==> src/rtl/nolinear_ctrl.sv <==
// Control sequencer for the nolinear datapath: one or two skewed passes per job.
// Optional macro NOLINEAR_CTRL_PERF_EN adds perf_jobs/perf_busy counters.
//
// state    | meaning
// ---------+-----------------------------------------------------------
// IDLE     | waiting for start, datapath controls at rest
// WAIT_MAX | softmax only, sorter settling for SORT_LAT cycles
// ISSUE1   | pass-1 word enters stage 1
// DRAIN1   | pass-1 travelling through stages 2..4
// ISSUE2   | pass-2 word enters stage 1 (softmax/root)
// DRAIN2   | pass-2 travelling through stages 2..4
// FIN      | final result on datapath out, done asserted
module nolinear_ctrl #(
  parameter int PIPE_LAT = 4,
  parameter int SORT_LAT = 4
) (
  input  logic       clk,
  input  logic       rst,
  input  logic       start,
  input  logic [1:0] mode_in,
  output logic       busy,
  output logic       done,
  output logic       start_drop,
  output logic       valid,
  output logic [1:0] mode,
  output logic [2:0] s_in,
  output logic       s_mux,
  output logic [2:0] s_mult,
  output logic       s_add,
  output logic       en_add,
  output logic       en_mult
`ifdef NOLINEAR_CTRL_PERF_EN
  ,
  output logic [15:0] perf_jobs,
  output logic [31:0] perf_busy
`endif
);

  typedef enum logic [2:0] {
    IDLE     = 3'd0,
    WAIT_MAX = 3'd1,
    ISSUE1   = 3'd2,
    DRAIN1   = 3'd3,
    ISSUE2   = 3'd4,
    DRAIN2   = 3'd5,
    FIN      = 3'd6
  } state_t;

  localparam logic [1:0] MODE_SOFTMAX = 2'b00;
  localparam logic [1:0] MODE_GELU    = 2'b01;
  localparam logic [1:0] MODE_SILU    = 2'b10;
  localparam logic [1:0] MODE_ROOT    = 2'b11;

  localparam logic [7:0] SORT_LOAD  = 8'(SORT_LAT - 1);
  localparam logic [7:0] DRAIN_LOAD = 8'(PIPE_LAT - 2);

  typedef struct packed {
    logic       valid;
    logic [2:0] s_in;
    logic       s_mux;
    logic [2:0] s_mult;
    logic       s_add;
    logic       en_add;
    logic       en_mult;
  } word_t;

  localparam word_t REST_WORD = '{valid: 1'b0, s_in: 3'd0, s_mux: 1'b0, s_mult: 3'd0,
                                  s_add: 1'b0, en_add: 1'b1, en_mult: 1'b1};

  function automatic word_t pass1_word(input logic [1:0] m);
    word_t w;
    w = REST_WORD;
    unique case (m)
      MODE_SOFTMAX: begin
        w.s_in = 3'd0; w.s_mult = 3'd0; w.s_add = 1'b1; w.en_add = 1'b0; w.en_mult = 1'b1;
      end
      MODE_GELU: begin
        w.s_in = 3'd1; w.s_mult = 3'd1; w.s_add = 1'b0; w.en_add = 1'b1; w.en_mult = 1'b0;
      end
      MODE_SILU: begin
        w.s_in = 3'd2; w.s_mult = 3'd2; w.s_add = 1'b0; w.en_add = 1'b1; w.en_mult = 1'b0;
      end
      MODE_ROOT: begin
        w.s_in = 3'd3; w.s_mult = 3'd3; w.s_add = 1'b0; w.en_add = 1'b1; w.en_mult = 1'b1;
      end
      default: w = REST_WORD;
    endcase
    return w;
  endfunction

  function automatic word_t pass2_word(input logic [1:0] m);
    word_t w;
    w         = REST_WORD;
    w.valid   = 1'b1;
    w.s_mux   = 1'b1;
    w.s_in    = (m == MODE_SOFTMAX) ? 3'd4 : 3'd5;
    w.s_mult  = (m == MODE_SOFTMAX) ? 3'd4 : 3'd5;
    return w;
  endfunction

  function automatic logic is_two_pass(input logic [1:0] m);
    return (m == MODE_SOFTMAX) || (m == MODE_ROOT);
  endfunction

  state_t     state_q, state_d;
  logic [7:0] cnt_q, cnt_d;
  logic [1:0] mode_q, mode_d;
  logic       drop_q, drop_d;
  word_t      issue_d;
  word_t      st1_q, st2_q, st3_q, st4_q;

  always_ff @(posedge clk) begin
    if (!rst) begin
      state_q <= IDLE;
      cnt_q   <= 8'd0;
      mode_q  <= 2'b00;
      drop_q  <= 1'b0;
    end else begin
      state_q <= state_d;
      cnt_q   <= cnt_d;
      mode_q  <= mode_d;
      drop_q  <= drop_d;
    end
  end

  always_comb begin
    state_d = state_q;
    cnt_d   = cnt_q;
    mode_d  = mode_q;
    drop_d  = start && (state_q != IDLE);
    unique case (state_q)
      IDLE: begin
        if (start) begin
          mode_d = mode_in;
          if (mode_in == MODE_SOFTMAX) begin
            state_d = WAIT_MAX;
            cnt_d   = SORT_LOAD;
          end else begin
            state_d = ISSUE1;
          end
        end
      end
      WAIT_MAX: begin
        if (cnt_q == 8'd0) state_d = ISSUE1;
        else               cnt_d   = cnt_q - 8'd1;
      end
      ISSUE1: begin
        state_d = DRAIN1;
        cnt_d   = DRAIN_LOAD;
      end
      DRAIN1: begin
        if (cnt_q == 8'd0) state_d = is_two_pass(mode_q) ? ISSUE2 : FIN;
        else               cnt_d   = cnt_q - 8'd1;
      end
      ISSUE2: begin
        state_d = DRAIN2;
        cnt_d   = DRAIN_LOAD;
      end
      DRAIN2: begin
        if (cnt_q == 8'd0) state_d = FIN;
        else               cnt_d   = cnt_q - 8'd1;
      end
      FIN:     state_d = IDLE;
      default: state_d = IDLE;
    endcase
  end

  // The issue word is registered as the FSM enters an ISSUE state, so stage 1 lines up with it.
  always_comb begin
    issue_d = REST_WORD;
    if (state_d == ISSUE1)      issue_d = pass1_word(mode_d);
    else if (state_d == ISSUE2) issue_d = pass2_word(mode_d);
  end

  always_ff @(posedge clk) begin
    if (!rst) begin
      st1_q <= REST_WORD;
      st2_q <= REST_WORD;
      st3_q <= REST_WORD;
      st4_q <= REST_WORD;
    end else begin
      st1_q <= issue_d;
      st2_q <= st1_q;
      st3_q <= st2_q;
      st4_q <= st3_q;
    end
  end

  assign busy       = (state_q != IDLE);
  assign done       = (state_q == FIN);
  assign start_drop = drop_q;
  assign mode       = mode_q;
  assign valid      = st1_q.valid;
  assign s_in       = st1_q.s_in;
  assign s_mux      = st2_q.s_mux;
  assign s_mult     = st2_q.s_mult;
  assign s_add      = st3_q.s_add;
  assign en_add     = st3_q.en_add;
  assign en_mult    = st4_q.en_mult;

`ifdef NOLINEAR_CTRL_PERF_EN
  logic [15:0] perf_jobs_q;
  logic [31:0] perf_busy_q;

  always_ff @(posedge clk) begin
    if (!rst) begin
      perf_jobs_q <= 16'd0;
      perf_busy_q <= 32'd0;
    end else begin
      if (done) perf_jobs_q <= perf_jobs_q + 16'd1;
      if (busy && (perf_busy_q != 32'hFFFF_FFFF)) perf_busy_q <= perf_busy_q + 32'd1;
    end
  end

  assign perf_jobs = perf_jobs_q;
  assign perf_busy = perf_busy_q;
`endif

endmodule

==> config.mk <==
export PLATFORM = sky130hd
export DESIGN_NAME = nolinear_ctrl
export DESIGN_NICKNAME = d
export VERILOG_FILES = /design/src/rtl/nolinear_ctrl.sv
export SDC_FILE = /design/constraint.sdc
export NUM_CORES = 1
export LEC_CHECK = 0
export ABC_AREA = 1
export CAP_MARGIN = 10
export CORE_MARGIN = 2
export CORE_UTILIZATION = 52
export CTS_CLUSTER_SIZE = 28
export DETAILED_ROUTE_END_ITERATION = 8
export GPL_TIMING_DRIVEN = 0
export PLACE_DENSITY = 0.74
export SETUP_SLACK_MARGIN = 0.2
export SYNTH_ARGS = -nofsm -noshare
export SYNTH_HDL_FRONTEND = slang
export SYNTH_SLANG_ARGS = --single-unit
export TNS_END_PERCENT = 100
==> constraint.sdc <==
create_clock -name clk -period 2.1 [get_ports clk]
set_clock_uncertainty 0.05 [all_clocks]
set_input_delay 0.315 -clock clk [delete_from_list [all_inputs] [get_ports clk]]
set_output_delay 0.315 -clock clk [all_outputs]
set_load 0.01 [all_outputs]
==> out/metrics.yaml, run 1 <==
grt:
  gr-total-overflow: 0
  grt_use_total_pct: 16.76
  grt_max_degree: 11
  antenna_found_initial: 0
  grt_pass1_vias: 960
  grt_pass1_wl_um: 4029
drt:
  drt_iter0_drc: 35
  vias_per_cell: 4.786
  routed_wl_um: 2438
  first_pass_iters: 4
  wl_per_cell_um: 10.42
  vias: 1120
  route.detailed.drc: 0
  ant_nets: 0
timing:
  min_period_ns: 1.725
  rsz0062_at_grt: "false"
  slew_headroom_pct: 68.58
  hold_viol: 0
  drv_slew: 0
  setup_viol: 0
  tightest_slew_ns: 0.4714
  whs_ns: 0.3665
  setup_tns_ns: 0
  max_freq_mhz: 579.6
  period_share_pct: 82.16
  fin_ws_ns: 0.3746
worst_hold_path:
  hold_class: "reg2reg"
final_layout:
  num-fill-cells: 208
  num-nets-final: 209
  n_antenna_cell: 0
  stdcell_area_sq_um: 1723
  final_common_cell: "dfxtp_1"
  areaGrowthSynthToFinish_pct: 24.50
  drive_gt1_share_pct: 20.59
  final_cell_mix: "dfxtp_1 (32), nand2_1 (30), nor2_1 (23), inv_1 (20), clkdlybuf4s50_1 (18)"
worst_setup_path:
  required_ns: 2.32
  critPathArrivalTime_ns: 1.94
  worstSetupEndpointType: "flop"
  critPathMaxFanout: 8
  crit_path_start_kind: "flop"
  critical_path_class: "reg2reg"
placement:
  dpl_cell_area_sq_um: 1622
  gp_congestion: 0.8603
  portBuffers: 20
  dp_slack_ns: 0.1706
  dpl.hpwl_um: 1751
job:
  maxCapViolCount: 0
clocking:
  cts_buffers: 5
  cts_max_level: 2
  cts_resized: 2
  hold_buffers: 0
  clockBufferDepth: 2
  clock_sinks: 32
  tritoncts: "done"
  clockRootBuffer: "clkbuf_4"
  post_cts_buffers: 0
  clock_latency_ns: 0.33
  cts.clk_slew.worst_paths_ns: 0.10
power_and_ir_drop:
  p_leak_uw: 0.0008097
  power_density_nw_per_um2: 1510
  peakVddDrop_mv: 1.293
synthesis:
  yosysTopAreaCell: "dfxtp_1"
  synthesis.area_sq_um: 1384
  synth_seq_cells: 32
  syn-num-nets: 182
  synth.area.top_cells: "dfxtp_1 (46%), nand2_1 (8.1%), nor2_1 (6.2%)"
  yosys_warnings: 0
  synth_cell_types: 31
  syn_avg_cell_area_sq_um: 7.863
  syn_inst: 176
  netlist.area_leader.share_pct: 46.29
  ys_seq_area_share_pct: 46.29
floorplanning:
  core_area_sq_um: 2500
  chipHeight_um: 55.59
  num_rows: 18
  io_pins: 21
  initial_utilization_pct: 55.36
  die_area_sq_um: 3090
  chipWidth_um: 55.59
run_status:
  status: "finished, final reports clean"
==> cells in the mapped netlist (all sizes together) <==
library cell,count
nand2,37
dfxtp,32
nor2,28
inv,26
a21oi,9
buf,8
o21ai,6
or2,6
nand3,5
nor3,5
nand4,3
a31oi,2
xnor2,2
xor2,2
clkbuf,1
ha,1
nand3b,1
nor3b,1
o21bai,1
==> sequential cells by signal, indices dropped and copies added, names as in the netlist <==
name        count
cnt_q           8
en_add          1
en_mult         1
mode            2
s_add           1
s_in            1
s_mult          3
s_mux           1
st1_q           5
st2_q           3
st3_q           1
start_drop      1
state_q         3
valid           1
==> final timing paths <==
kind            start       end  slack (ns)  depth (start not counted)
max          cnt_q[0]  cnt_q[2]        0.37                         10
min          st1_q[2]  st2_q[2]        0.37                          2
max reg2reg  cnt_q[0]  cnt_q[2]        0.37                         10
min reg2reg  st1_q[2]  st2_q[2]        0.37                          2
==> logic make-up (layout without fill, tap and decap cells) <==
| family | after synthesis | count (layout) | synth area share, % |
|---|---|---|---|
| AND/OR/NAND/NOR | 86 | 86 | 30.92 |
| adder cells (fa/ha/maj) | 1 | 1 | 0.9040 |
| flip-flops | 32 | 32 | 46.29 |
| XOR/XNOR | 4 | 4 | 2.532 |
| buffers and inverters | 35 | 63 | 11.93 |
| AO/OA/AOI/OAI | 18 | 18 | 7.414 |
==> power breakdown <==
group | internal, uW | total [uW] | switching (uW)
Combinational | 489 | 1210 | 722
Sequential | 758 | 872 | 113
Clock | 316 | 519 | 203
Total | 1560 | 2600 | 1040
==> per-layer routing <==
layer | wire length, um | vias to the layer above | GRT usage, %
li1 | - | 590 | -
met1 | 1153 | 484 | 20.44
met2 | 1082 | 40 | 26.36
met3 | 160 | 6 | 6.279
met4 | 41 | 0 | 7.317
met5 | 0 | - | 0
==> per-stage QoR <==
stage	power, uW	std cells	util [%]
detailed placement	2075	226	64.86
global route	2808	234	68.92
CTS	2614	234	68.82
finish	2601	234	68.92
floorplan	1797	176	-
global placement	2050	226	64.86
==> worst max-delay path: stages, from the launching register on <==
cell	delay, ns
dfxtp_1	0.33
inv_1	0.08
ha_1	0.26
nand2_1	0.15
nor2_4	0.07
nand2_2	0.08
nand3_4	0.13
inv_4	0.13
nand2_4	0.06
or2_1	0.21
a21oi_2	0.11
==> area by class of cell <==
cell class | count | area [sq um] | share of cell area, %
buffer | 9 | 65.06 | 3.776
sequential | 32 | 640.6 | 37.18
timing repair buffer | 20 | 201.4 | 11.69
multi-input combinational | 109 | 583.1 | 33.84
clock buffer | 7 | 65.06 | 3.776
inverter | 26 | 100.1 | 5.810
clock inverter | 1 | 30.03 | 1.743
tap | 30 | 37.54 | 2.179
Power figures use the tool's default switching activity.
==> run 2, diff against run 1 <==
- CORE_UTILIZATION: 52 -> 47
- PLACE_DENSITY: 0.74 -> 0.71
- clock period: 2.1 -> 1.5 ns (I/O delays scaled with it)
==> out/metrics.yaml, run 2 (synthesized netlist as in run 1, its figures left out) <==
final_layout:
  n_antenna_cell: 0  # unchanged
  num-nets-final: 229  # +9.6%
  final_common_cell: "nand2_1"
  final_util_pct: 71.17  # +2.2 points
  areaGrowthSynthToFinish_pct: 43.04
  stdcell_area_sq_um: 1979  # +15%
  largest_reg_flops: 8  # unchanged
  drive_gt1_share_pct: 45.54  # +25 points
  reg_top3: "cnt_q (8), st1_q (5)"
  largest-register: "cnt_q"
  final_cell_mix: "nand2_1 (26), buf_4 (23), dfxtp_1 (19), nor2_1 (18), inv_1 (17)"
grt:
  grt_use_total_pct: 20.01  # +3.3 points
  grt_pass1_vias: 1244  # +30%
  gr-total-overflow: 0  # unchanged
  antenna_found_initial: 0  # unchanged
  grt_pass1_wl_um: 5126  # +27%
  grt_max_degree: 12  # +1
drt:
  vias_per_cell: 5.063  # +5.8%
  first_pass_iters: 4  # unchanged
  drt-met1-wl_um: 1275  # +11%
  routed_wl_um: 3134  # +29%
  route.met2.wl_um: 1656  # +53%
  ant_nets: 0  # unchanged
  vias: 1291  # +15%
  topRoutingLayerUsed: "met4"
  wl_met3_um: 177  # +11%
  wl_per_cell_um: 12.29  # +18%
  route.detailed.drc: 0  # unchanged
  drt_iter0_drc: 18  # -49%
floorplanning:
  chipWidth_um: 58.26  # +4.8%
  initial_utilization_pct: 49.75  # -5.6 points
  io_pins: 21  # unchanged
  chipHeight_um: 58.26  # +4.8%
  core_area_sq_um: 2781  # +11%
  num_rows: 19  # +1
  die_area_sq_um: 3394  # +9.9%
worst_setup_path:
  crit_path_start_kind: "flop"
  critPathArrivalTime_ns: 1.27  # -0.67 ns
  critical_path_class: "reg2out"
  worstSetupEndpointType: "output pin"
  reg2regPathDepth: 10  # unchanged
  reg2reg_from: "cnt_q[0]"
  critPathMaxFanout: 6  # -2
  required_ns: 1.22  # -1.10 ns
  rrSetupSlack_ns: -0.04  # -0.42 ns
  reg2reg_to: "cnt_q[2]"
power_and_ir_drop:
  power_density_nw_per_um2: 2323  # +54%
  power.total_uw: 4597  # +77%
  p_leak_uw: 0.0009516  # +18%
  peakVddDrop_mv: 2.212  # +71%
clocking:
  tritoncts: "done"
  clockRootBuffer: "clkbuf_4"
  clockBufferDepth: 2  # unchanged
  cts.clk_slew.worst_paths_ns: 0.10  # about the same
  clock_latency_ns: 0.33  # about the same
  cts_buffers: 5  # unchanged
  cts_max_level: 2  # unchanged
  clock_sinks: 32  # unchanged
timing:
  fin_ws_ns: -0.04486  # -0.4194 ns
  slew_headroom_pct: 61.25  # -7.3 points
  max_freq_mhz: 647.3
  drv_slew: 0  # unchanged
  setup_viol: 5  # +5
  min_period_ns: 1.545
  tightest_slew_ns: 0.5813  # +0.1099 ns
  period_share_pct: 103.0
  rsz0062_at_grt: "true"
  hold_viol: 0  # unchanged
placement:
  dpl_cell_area_sq_um: 1645  # +1.5%
  gp_congestion: 0.9037  # +5.0%
  dpl.hpwl_um: 1759  # +0.46%
  portBuffers: 20  # unchanged
worst_hold_path:
  min_from: "st1_q[1]"
  worstHoldPathCells: 1  # -1
  hold_path_end: "st2_q[1]"
  hold_class: "reg2reg"
run_status:
  violations: "setup timing"
  status: "finished with violations"
job:
  maxCapViolCount: 0  # unchanged
==> run 2: cell types whose count changed in the layout (fill, tap and decap cells not counted), moves of 5 or more <==
cell             before  now
buf_4                 6   23
dfxtp_1              32   19
dlygate4sd2_1         1    8
dfxtp_2               0   11
nor2_1               23   18
clkdlybuf4s50_1      18    4
==> run 2: layout make-up <==
| class | count | area [sq um] |
|---|---|---|
| fillers | 210 | 802.0 |
| multi-input cells | 109 | 700.7 |
| flip-flops and latches | 32 | 661.9 |
| repair buffers | 40 | 327.8 |
| inverters | 26 | 105.1 |
| plain buffers | 9 | 65.06 |
| clock inverters | 3 | 42.54 |
| well taps | 31 | 38.79 |
| clock buffers | 5 | 37.54 |
==> run 2: repair_timing <==
item | CTS | global route
setup buffers | 14 | 6
hold buffers | 0 | 0
pin swaps | 12 | 2
setup endpoints to repair | 32 | 27
resized for setup | 57 | 21
==> run 2: through the flow <==
stage	setup TNS, ns	setup WS [ns]	cells	hold slack, ns
2_1_floorplan	0	0.1199	176	0.3300
3_5_place_dp	-3.453	-0.3350	227	0.3462
5_1_grt	-1.342	-0.1398	255	0.3808
6_report	-0.09813	-0.04486	255	0.3699
4_1_cts	-0.009226	-0.009226	249	0.3698
3_3_place_gp	-3.070	-0.3126	227	0.3436
==> run 2: worst max-delay path by stage <==
stage | to | slack, ns | cells past startpoint | start
floorplan | cnt_q[2] | 0.12 | 10 | cnt_q[0]
finish | busy | -0.04 | 7 | state_q[1]
detailed placement | cnt_q[2] | -0.34 | 10 | start
global placement | cnt_q[2] | -0.31 | 10 | start
global route | st1_q[3] | -0.14 | 10 | state_q[1]
CTS | cnt_q[2] | -0.009 | 11 | state_q[1]
==> run 2: where the power goes <==
part / internal [uW] / total [uW] / switching [uW]
combinational: 1240 / 2660 / 1420
sequential: 1090 / 1290 / 199
clock: 347 / 645 / 298
total: 2680 / 4600 / 1920
==> run 2: worst max-delay path: stages, from the launching register on <==
cell and delay [ns]:
dfxtp_2 0.33, buf_6 0.12, inv_4 0.06, nand2_4 0.04, nor2_4 0.12, buf_4 0.12
inv_2 0.04, buf_6 0.11
==> run 2: routing by layer <==
metal  vias up  global-route usage [%]
met5         -                       0
met4         0                   8.970
met3         4                   6.920
met2        45                   34.99
met1       611                   21.57
li1        631                       -
